### src/rtl/fsm_almacen_n.sv
// N-bay storage controller: each bay runs an independent Moore FSM that pulses
// the entry (A) or exit (C) actuator for HOLD cycles and keeps an item count.
module fsm_almacen_n #(
  parameter int N    = 4,
  parameter int CAP  = 15,
  parameter int HOLD = 2,
  parameter int TW   = $clog2(N * CAP + 1)
) (
  input  logic           clk,
  input  logic           rst,
  input  logic [N-1:0]   S1,
  input  logic [N-1:0]   S2,
  input  logic           clr_err,
  output logic [N-1:0]   A,
  output logic [N-1:0]   C,
  output logic [N-1:0]   FULL,
  output logic [N-1:0]   EMPTY,
  output logic [N-1:0]   ERR,
  output logic [TW-1:0]  TOTAL,
  output logic [2*N-1:0] dbg_state
);

  localparam int HW = (HOLD > 1) ? $clog2(HOLD) : 1;
  localparam logic [7:0]    CAP8      = 8'(CAP);
  localparam logic [HW-1:0] HOLD_LAST = HW'(HOLD - 1);

  typedef enum logic [1:0] {
    IDLE  = 2'd0,
    IN    = 2'd1,
    OUT   = 2'd2,
    BLOCK = 2'd3
  } state_t;

  state_t        state_q [N];
  state_t        state_d [N];
  logic [HW-1:0] timer_q [N];
  logic [HW-1:0] timer_d [N];
  logic [7:0]    count_q [N];
  logic [7:0]    count_d [N];
  logic [N-1:0]  s1_prev_q, s2_prev_q;
  logic [N-1:0]  err_q, err_d, err_set;
  logic [N-1:0]  rise1, rise2;

  assign rise1 = S1 & ~s1_prev_q;
  assign rise2 = S2 & ~s2_prev_q;

  always_ff @(posedge clk or posedge rst) begin
    if (rst) begin
      for (int i = 0; i < N; i++) begin
        state_q[i] <= IDLE;
        timer_q[i] <= '0;
        count_q[i] <= '0;
      end
      s1_prev_q <= '0;
      s2_prev_q <= '0;
      err_q     <= '0;
    end else begin
      for (int i = 0; i < N; i++) begin
        state_q[i] <= state_d[i];
        timer_q[i] <= timer_d[i];
        count_q[i] <= count_d[i];
      end
      s1_prev_q <= S1;
      s2_prev_q <= S2;
      err_q     <= err_d;
    end
  end

  always_comb begin
    err_set = '0;
    err_d   = '0;
    for (int i = 0; i < N; i++) begin
      state_d[i] = state_q[i];
      timer_d[i] = timer_q[i];
      count_d[i] = count_q[i];
      case (state_q[i])
        IDLE: begin
          // Entry wins a simultaneous rise; the dropped exit is flagged.
          if (rise1[i]) begin
            if (rise2[i]) err_set[i] = 1'b1;
            if (count_q[i] < CAP8) begin
              state_d[i] = IN;
              timer_d[i] = HOLD_LAST;
            end else begin
              state_d[i] = BLOCK;
              err_set[i] = 1'b1;
            end
          end else if (rise2[i]) begin
            if (count_q[i] != 8'd0) begin
              state_d[i] = OUT;
              timer_d[i] = HOLD_LAST;
            end else begin
              err_set[i] = 1'b1;
            end
          end
        end
        IN: begin
          if (timer_q[i] == '0) begin
            state_d[i] = IDLE;
            count_d[i] = count_q[i] + 8'd1;
          end else begin
            timer_d[i] = timer_q[i] - HW'(1);
          end
        end
        OUT: begin
          if (timer_q[i] == '0) begin
            state_d[i] = IDLE;
            count_d[i] = count_q[i] - 8'd1;
          end else begin
            timer_d[i] = timer_q[i] - HW'(1);
          end
        end
        BLOCK: begin
          if (!S1[i]) state_d[i] = IDLE;
        end
        default: state_d[i] = IDLE;
      endcase
      // A new error in the same cycle outranks the clear.
      err_d[i] = err_set[i] ? 1'b1 : (clr_err ? 1'b0 : err_q[i]);
    end
  end

  always_comb begin
    A         = '0;
    C         = '0;
    FULL      = '0;
    EMPTY     = '0;
    TOTAL     = '0;
    dbg_state = '0;
    for (int i = 0; i < N; i++) begin
      A[i]              = (state_q[i] == IN);
      C[i]              = (state_q[i] == OUT);
      FULL[i]           = (count_q[i] == CAP8);
      EMPTY[i]          = (count_q[i] == 8'd0);
      TOTAL             = TOTAL + TW'(count_q[i]);
      dbg_state[2*i +: 2] = state_q[i];
    end
  end

  assign ERR = err_q;

endmodule

### config.mk
export PLATFORM = sky130hd
export DESIGN_NAME = fsm_almacen_n
export DESIGN_NICKNAME = d
export VERILOG_FILES = /design/src/rtl/fsm_almacen_n.sv
export SDC_FILE = /design/constraint.sdc
export NUM_CORES = 1
export LEC_CHECK = 0
export ABC_CLOCK_PERIOD_IN_PS = 3000
export BUFFER_PORTS_ARGS = -buffer_cell sky130_fd_sc_hd__buf_2
export CORE_MARGIN = 2
export CORE_UTILIZATION = 54
export DETAILED_ROUTE_END_ITERATION = 8
export GPL_TIMING_DRIVEN = 0
export PLACE_DENSITY_LB_ADDON = 0.3
export SLEW_MARGIN = 30
export SYNTH_ARGS = -nofsm -noshare
export SYNTH_HDL_FRONTEND = slang
export SYNTH_SLANG_ARGS = --single-unit
### constraint.sdc
create_clock -name clk -period 3 [get_ports clk]
set_input_delay 0.45 -clock clk [delete_from_list [all_inputs] [get_ports clk]]
set_output_delay 0.45 -clock clk [all_outputs]
set_load 0.005 [all_outputs]
## Word-level counts from Yosys, hierarchy flattened

Index checks and enable logic that the tools add are counted.
Widths: inputs -> output; s select.

- Bits in registers: 56
- Latch bits: 0
- Bits in writable memories: 0
- Memory bits (read-only): 0
- Bits of input ports: 11
- Output and inout bits: 34
- Memories kept: 0

- Add/sub/neg operators: 15
- Multiply operators: 0
- Divide/modulo/power cells: 0
- Order comparisons: 4
- Eq/ne operators: 44
- Shift-type cells: 0
- Muxes and demuxes: 93
- Bitwise gates (word level): 4
- Reductions and logical operators: 40

Operators by type and width:

| cell | number |
|---|---|
| $mux 8 | 8 |
| $pmux 8 s2 | 4 |
| $mux 1 | 49 |
| $mux 2 | 24 |
| $ne 3x3->1 const B | 12 |
| $add 8x1->8 const B | 4 |
| $eq 8x4->1 const B | 4 |
| $logic_not 8->1 | 4 |
| $lt 8x4->1 const B | 4 |
| $ne 2x2->1 const B | 16 |
| $reduce_and 4->1 | 8 |
| $reduce_bool 8->1 | 4 |
| $sub 8x1->8 const B | 4 |
| $pmux 2 s3 | 4 |
| $reduce_bool 2->1 | 12 |
| $add 6x6->6 | 3 |
| $eq 2x2->1 const B | 8 |
| $reduce_and 3->1 | 4 |
| $and 4x4->4 | 2 |
| $eq 2x1->1 const B | 4 |
| $logic_not 2->1 | 4 |
| $not 4->4 | 2 |
| $pmux 1 s2 | 4 |
| $reduce_or 2->1 | 4 |
| $sub 1x1->1 const B | 4 |

## Longest topological paths before layout

Gate-level depths: netlist (run 1).

- Word-level depth: 7
- Depth in mapped cells: 11

## Worst setup path after synthesis (run 1)

No wires, ideal clock.

- Path type: reg-to-output
- Start point: register count_q[1] (netlist bit)
- End point: output TOTAL[5]
- Arrival: 2.497 ns
- Setup slack: 0.053 ns
- Cell stages (with the launch flop): 12
- Path buffers: 0
- Cell sequence: dfrtp_1 -> inv_1 -> fa_1 -> inv_1 -> fa_1 -> ha_1 -> inv_1 -> fa_1 -> inv_1 -> a21o_1 -> a21oi_1 -> xnor2_1

- Cells in the longest elaborated chain, start to end: 1

RTL lines:

| item | line | RTL |
|---|---|---|
| from (decl) | 38 | `logic [7:0] count_q [N];` |
| from (signal, indexed assignment) | 61 | `count_q[i] <= count_d[i];` |
| $add 6x6->6 | 135 | `TOTAL = TOTAL + TW'(count_q[i]);` |
| to (decl) | 19 | `output logic [TW-1:0] TOTAL,` |

Every way passes these cells.

## Worst setup path after layout (run 1)

- Start point: register count_q[9] (netlist bit)
- End point: output TOTAL[5]

- Cells in the longest elaborated chain, start to end: 2

RTL lines:

| item | line |
|---|---|
| $add 6x6->6 (2 in a row) | 135 |

Every way passes these cells.

==> run metrics, run 1 <==
Post-synth EDFFs 0; largest stage delay on the critical path 0.53 ns; Num CTS Buffers 5; Seq cells post-synth 56; setup violators final 4; # port buffers 44; Slew Viols, Final 0; Cell Count, Final, Fillers Out 632; Worst Path Required 2.55 ns; FMAX 294 MHz; area of the multi-input gates 2620 um2; clk_lat worst skew 0.31 ns; gr ovfl total 0; final setup margin -0.404 ns; via count 3527; Core Box Area 7650 um2; CTS hold repair buffers 0; worst hold path class in -> async; initial antenna violation count 0; clock skew 0.0104 ns; CTS tree yes; nature of the critical path endpoint output port; vias in the first global route 3508; crit-path leading delay family adder cells; Final HPWL DP 6.41 mm; Mapped Area 4230 um2; worst reg2reg setup slack 0.12 ns; Initial Util 0.554; asr flop ratio synth 1.00; 1st-iter DRT viols 129; share of cells above drive strength 1 0.181; Die Area 8560 um2; Max Buffers Root-to-Sink 2; vias per cell 5.58; routing usage on met2 0.380; Antenna Nets Post-Route 0; outcome complete, but fails checks; failing checks negative setup slack; # diodes 0; Reg clk slew, reported paths 0.11 ns; CTS root buffer clkbuf_8; WL/cell 14.1 um; commonest non-fill, non-tap cell in the layout dfrtp_1; Synth Warn # 0; critical path type reg -> out; Arrival @ worst endpoint 2.95 ns; Syn-to-layout area delta 15.5%; Netlist cell types 47; period utilization 1.13; FP Rows 32; relative slew slack 0.678; post-placement cell count 603; Setup crit start kind register; largest net degree at the start of global routing 46; Reg area 1400 um2; commonest cells after routing, fill and taps aside dfrtp_1 (54), inv_1 (52), ha_1 (44), nand2_1 (43), buf_2 (43); met3 usage 0.0325; GRT met1 Usage 0.293; GR Util All Layers 0.223; # Max-Cap Violations 0; Horiz. Die Dim 92.5 um; worst-path fanout max 2; Post-Route WL 8.90 mm; first-pass GRT wire length 15.6 mm; Post-Syn Nets 526; DRC viols 0; sequential area share after synthesis 0.331; H-tree lvl count 2; CP max stage cell fa_1; clock sink count 56; GPL Wtd Cong 0.867; die height 92.5 um; worst path cell trace inv_2 -> fa_1 -> inv_1 -> fa_1 -> ha_2 -> inv_2 -> fa_2 -> inv_1 -> a21o_1 -> a21oi_2 -> xnor2_1 -> buf_2; RSZ-0062 raised after global routing yes; Avg Inst Size Synth 9.28 um2; endpoints failing hold 0; Bufs and invs on worst path 5; Layout Nets 599; DR pass1 iterations 6; fillers 628; predominant post-synthesis flop cell dfrtp_1; worst slew pin tran 0.483 ns; Most Crowded Layer GR met2; Ports 45; Mapped Cells 456; Period minus WS final 3.40 ns
-- cell usage after synthesis, types with 2 or more instances --
library cell	instances	area (um2)
o21ai_0	16	80.1
o31ai_1	4	30.0
a21o_1	7	52.6
a21boi_1	5	37.5
clkbuf_1	4	15.0
dfrtp_1	56	1400
or3_1	3	18.8
o22ai_1	4	25.0
nor3_1	2	10.0
fa_1	14	280
nor2_4	2	22.5
a211oi_1	13	97.6
nor4_1	5	31.3
nand2_1	43	161
o21ai_1	27	135
or4_4	3	33.8
mux2i_1	6	60.1
nand2b_1	9	56.3
a21oi_1	25	125
inv_1	57	214
nor2_1	17	63.8
nand3_1	6	30.0
nor2b_1	8	50.1
ha_1	45	563
o21ai_2	2	17.5
a22oi_1	3	22.5
xnor2_1	13	114
nor3b_1	7	52.6
o311ai_1	4	35.0
o211a_1	6	60.1
xor2_1	15	131
or4_1	6	45.0
nand4_1	5	31.3
-- final timing paths --
check,cells after the start,endpoint,start
setup / recovery,12,TOTAL[5],count_q[9]$_DFFE_PP0P_
hold / removal,2,s2_prev_q[0]$_DFF_PP0_,rst
setup reg to reg,18,count_q[14]$_DFFE_PP0P_,count_q[9]$_DFFE_PP0P_
hold reg to reg,1,count_q[7]$_DFFE_PP0P_,count_q[7]$_DFFE_PP0P_
max in group asynchronous,3,count_q[8]$_DFFE_PP0P_,rst
min in group clk,1,s2_prev_q[0]$_DFF_PP0_,S2[0]
-- worst register-to-register path, stage by stage, from the launching register on --
cell and delay (ns):
dfrtp_1 0.39, inv_2 0.06, buf_4 0.13, buf_4 0.12, buf_4 0.13, buf_4 0.13, buf_4 0.12, buf_4 0.12
buf_4 0.12, buf_4 0.12, buf_4 0.12, buf_4 0.12, buf_4 0.13, fa_2 0.36, nor2b_2 0.15, o21ai_2 0.09
a21boi_2 0.19, or4_1 0.14, nand3_1 0.06
-- final cells by class --
class | count | area share
multi-input combinational | 339 | 0.536
clock buffer | 6 | 0.0169
sequential | 56 | 0.287
buffer | 4 | 0.00307
clock inverter | 2 | 0.00205
tap | 102 | 0.0261
timing repair buffer | 66 | 0.0842
inverter | 57 | 0.0443
-- metrics by stage --
step	hold slack [ns]	worst slack (ns)	instance area [um2]	TNS, ns	utilization
after floorplan	0.458	0.0530	4230	0	-
after global placement	0.471	-0.298	4580	-0.298	0.599
after detailed placement	0.379	-0.281	4610	-0.281	0.603
after CTS	0.0343	-0.442	4900	-1.46	0.641
after global routing	0.0289	-0.519	4890	-1.46	0.640
final	0.0303	-0.404	4890	-0.990	0.640
-- routing by layer --
| metal | wire (um) | vias up | share of wire |
|---|---|---|---|
| met1 | 4170 | 1681 | 0.47 |
| met4 | 140 | 0 | 0.016 |
| met5 | 0 | - | 0 |
| li1 | - | 1760 | - |
| met3 | 288 | 14 | 0.032 |
| met2 | 4300 | 72 | 0.48 |
-- registers in the layout (all words and copies together) (netlist names) --
register	count
ERR	4
count_q	32
dbg_state	8
s1_prev_q	4
s2_prev_q	4
timer_q	4
-- cells by family after synthesis --
| logic type | count (synthesis) | synth area share |
|---|---|---|
| buffers and inverters | 61 | 0.0541 |
| adder cells (fa/ha/maj) | 59 | 0.199 |
| AND/OR/NAND/NOR | 120 | 0.152 |
| flip-flops | 56 | 0.331 |
| AO/OA/AOI/OAI | 125 | 0.189 |
| multiplexers | 7 | 0.0168 |
| XOR/XNOR | 28 | 0.0579 |
-- timing repair --
action / CTS / global route
pin swaps: 11 / 9
resized for setup: 9 / 5
gates cloned: 0 / 0
endpoints found under the setup margin: 4 / 8
setup buffers: 24 / 1
Power of run 1 is left out: the tool's default activity adds up to more than one toggle a clock period on the data nets, which glitch-free logic cannot reach.
==> inputs of run 2 (changes only) <==
--- a/config.mk
+++ b/config.mk
@@ -5,10 +5,10 @@
 export SDC_FILE = /design/constraint.sdc
 export NUM_CORES = 1
 export LEC_CHECK = 0
-export ABC_CLOCK_PERIOD_IN_PS = 3000
+export ABC_CLOCK_PERIOD_IN_PS = 3820
 export BUFFER_PORTS_ARGS = -buffer_cell sky130_fd_sc_hd__buf_2
 export CORE_MARGIN = 2
-export CORE_UTILIZATION = 54
+export CORE_UTILIZATION = 60
 export DETAILED_ROUTE_END_ITERATION = 8
 export GPL_TIMING_DRIVEN = 0
 export PLACE_DENSITY_LB_ADDON = 0.3
==> constraint.sdc (replaced) <==
create_clock -name clk -period 3.82 [get_ports clk]
set_input_delay 0.573 -clock clk [delete_from_list [all_inputs] [get_ports clk]]
set_output_delay 0.573 -clock clk [all_outputs]
set_load 0.005 [all_outputs]
==> run metrics, run 2 (synthesis gave the netlist of run 1 again) <==
DR pass1 iterations 4; final core area utilization 0.693; gr ovfl total 0; Antenna Nets Post-Route 0; H-tree lvl count 2; GPL Wtd Cong 0.844; Final HPWL DP 6.56 mm; DRC viols 0; critical path type reg -> out; share of cells above drive strength 1 0.127; Max Buffers Root-to-Sink 2; area of the multi-input gates 2600 um2; vias in the first global route 3326; GR Util All Layers 0.235; Period minus WS final 3.64 ns; Setup crit start kind register; CTS hold repair buffers 0; largest stage delay on the critical path 0.53 ns; largest net degree at the start of global routing 35; worst-path fanout max 4; Finished Cell Area 4710 um2; # diodes 0; CTS root buffer clkbuf_8; final hold slack 0.208 ns; Num CTS Buffers 5; clock skew 0.00605 ns; initial antenna violation count 0; crit-path leading delay family adder cells; post-placement cell count 597; worst slew pin tran 0.460 ns; Layout Nets 581; commonest cells after routing, fill and taps aside dfrtp_1 (55), inv_1 (55), ha_1 (45), buf_2 (44), nand2_1 (43); FP Rows 30; WP depth 12; Syn-to-layout area delta 11.3%; clock sink count 56; cells on worst reg2reg path 8; FMAX 275 MHz; WL/cell 14.3 um; worst path cell trace inv_2 -> fa_1 -> inv_1 -> fa_1 -> ha_1 -> inv_1 -> fa_1 -> inv_1 -> a21o_1 -> a21oi_1 -> xnor2_1 -> buf_2; Arrival @ worst endpoint 3.07 ns; Slew Viols, Final 0; Worst Path Required 3.25 ns; fillers 531; Reg area 1400 um2; clk_lat worst skew 0.32 ns; die height 88.0 um; nature of the critical path endpoint output port; Horiz. Die Dim 88.0 um; Core Box Area 6790 um2; period utilization 0.954; 1st-iter DRT viols 147; CTS tree yes; placed cell areas 4600 um2; relative slew slack 0.690; Largest register FFs 32; endpoints failing hold 0; CP max stage cell fa_1; Die Area 7740 um2; most flop-heavy register count_q; # port buffers 44; Initial Util 0.623; via count 3435; Ports 45; Cell Count, Final, Fillers Out 608; Post-Route WL 8.68 mm; setup violators final 0; Bufs and invs on worst path 5; worst hold path class in -> async; vias per cell 5.65; # Max-Cap Violations 0; outcome finished, final reports clean; first-pass GRT wire length 14.5 mm; Reg clk slew, reported paths 0.10 ns
run 2: final cells by class:
class	count	share of cell area
multi-input cells	339	0.553
flip-flops and latches	56	0.298
repair buffers	48	0.0558
inverters	57	0.0460
well taps	96	0.0255
clock buffers	8	0.0191
plain buffers	4	0.00319
run 2: through the flow:
stage          TNS, ns  setup slack (ns)
6_report             0             0.177
5_1_grt        -0.0193           -0.0193
4_1_cts              0             0.127
3_5_place_dp         0             0.520
3_3_place_gp         0             0.499
2_1_floorplan        0             0.750
run 2: worst register-to-register path, delay by kind of cell (launching register included):
| kind | cells | cell delay (ns) |
|---|---|---|
| AOI/OAI and AO/OA | 3 | 0.61 |
| xor gates and xnor gates | 1 | 0.17 |
| DFF | 1 | 0.41 |
| buffers and inverters | 1 | 0.10 |
| adders and majority gates | 2 | 0.76 |
| and+or+nand+nor | 1 | 0.34 |
run 2: metal layers:
metal | GRT usage | vias up | wire length [um]
li1 | - | 1723 | -
met1 | 0.312 | 1638 | 4030
met2 | 0.395 | 61 | 4230
met3 | 0.0377 | 13 | 278
met4 | 0.0741 | 0 | 134
met5 | 0 | - | 0
run 2: worst paths after layout:
| path | to | slack, ns | start |
|---|---|---|---|
| max in group asynchronous | count_q[12]$_DFFE_PP0P_ | 3.14 | rst |
| worst min register to register | count_q[7]$_DFFE_PP0P_ | 0.51 | count_q[7]$_DFFE_PP0P_ |
| worst min-delay path | dbg_state[0]$_DFFE_PP0P_ | 0.21 | rst |
| worst max register to register | count_q[31]$_DFFE_PP0P_ | 1.36 | dbg_state[0]$_DFFE_PP0P_ |
| worst max-delay path | TOTAL[5] | 0.18 | count_q[1]$_DFFE_PP0P_ |
| min in group clk | s2_prev_q[3]$_DFF_PP0_ | 0.37 | S2[3] |
run 2: repair_timing:
action / CTS / global route
setup buffers: 0 / 3
endpoints found under the setup margin: 0 / 1
gates resized for setup: 0 / 2
Power of run 2 is left out for the same reason.
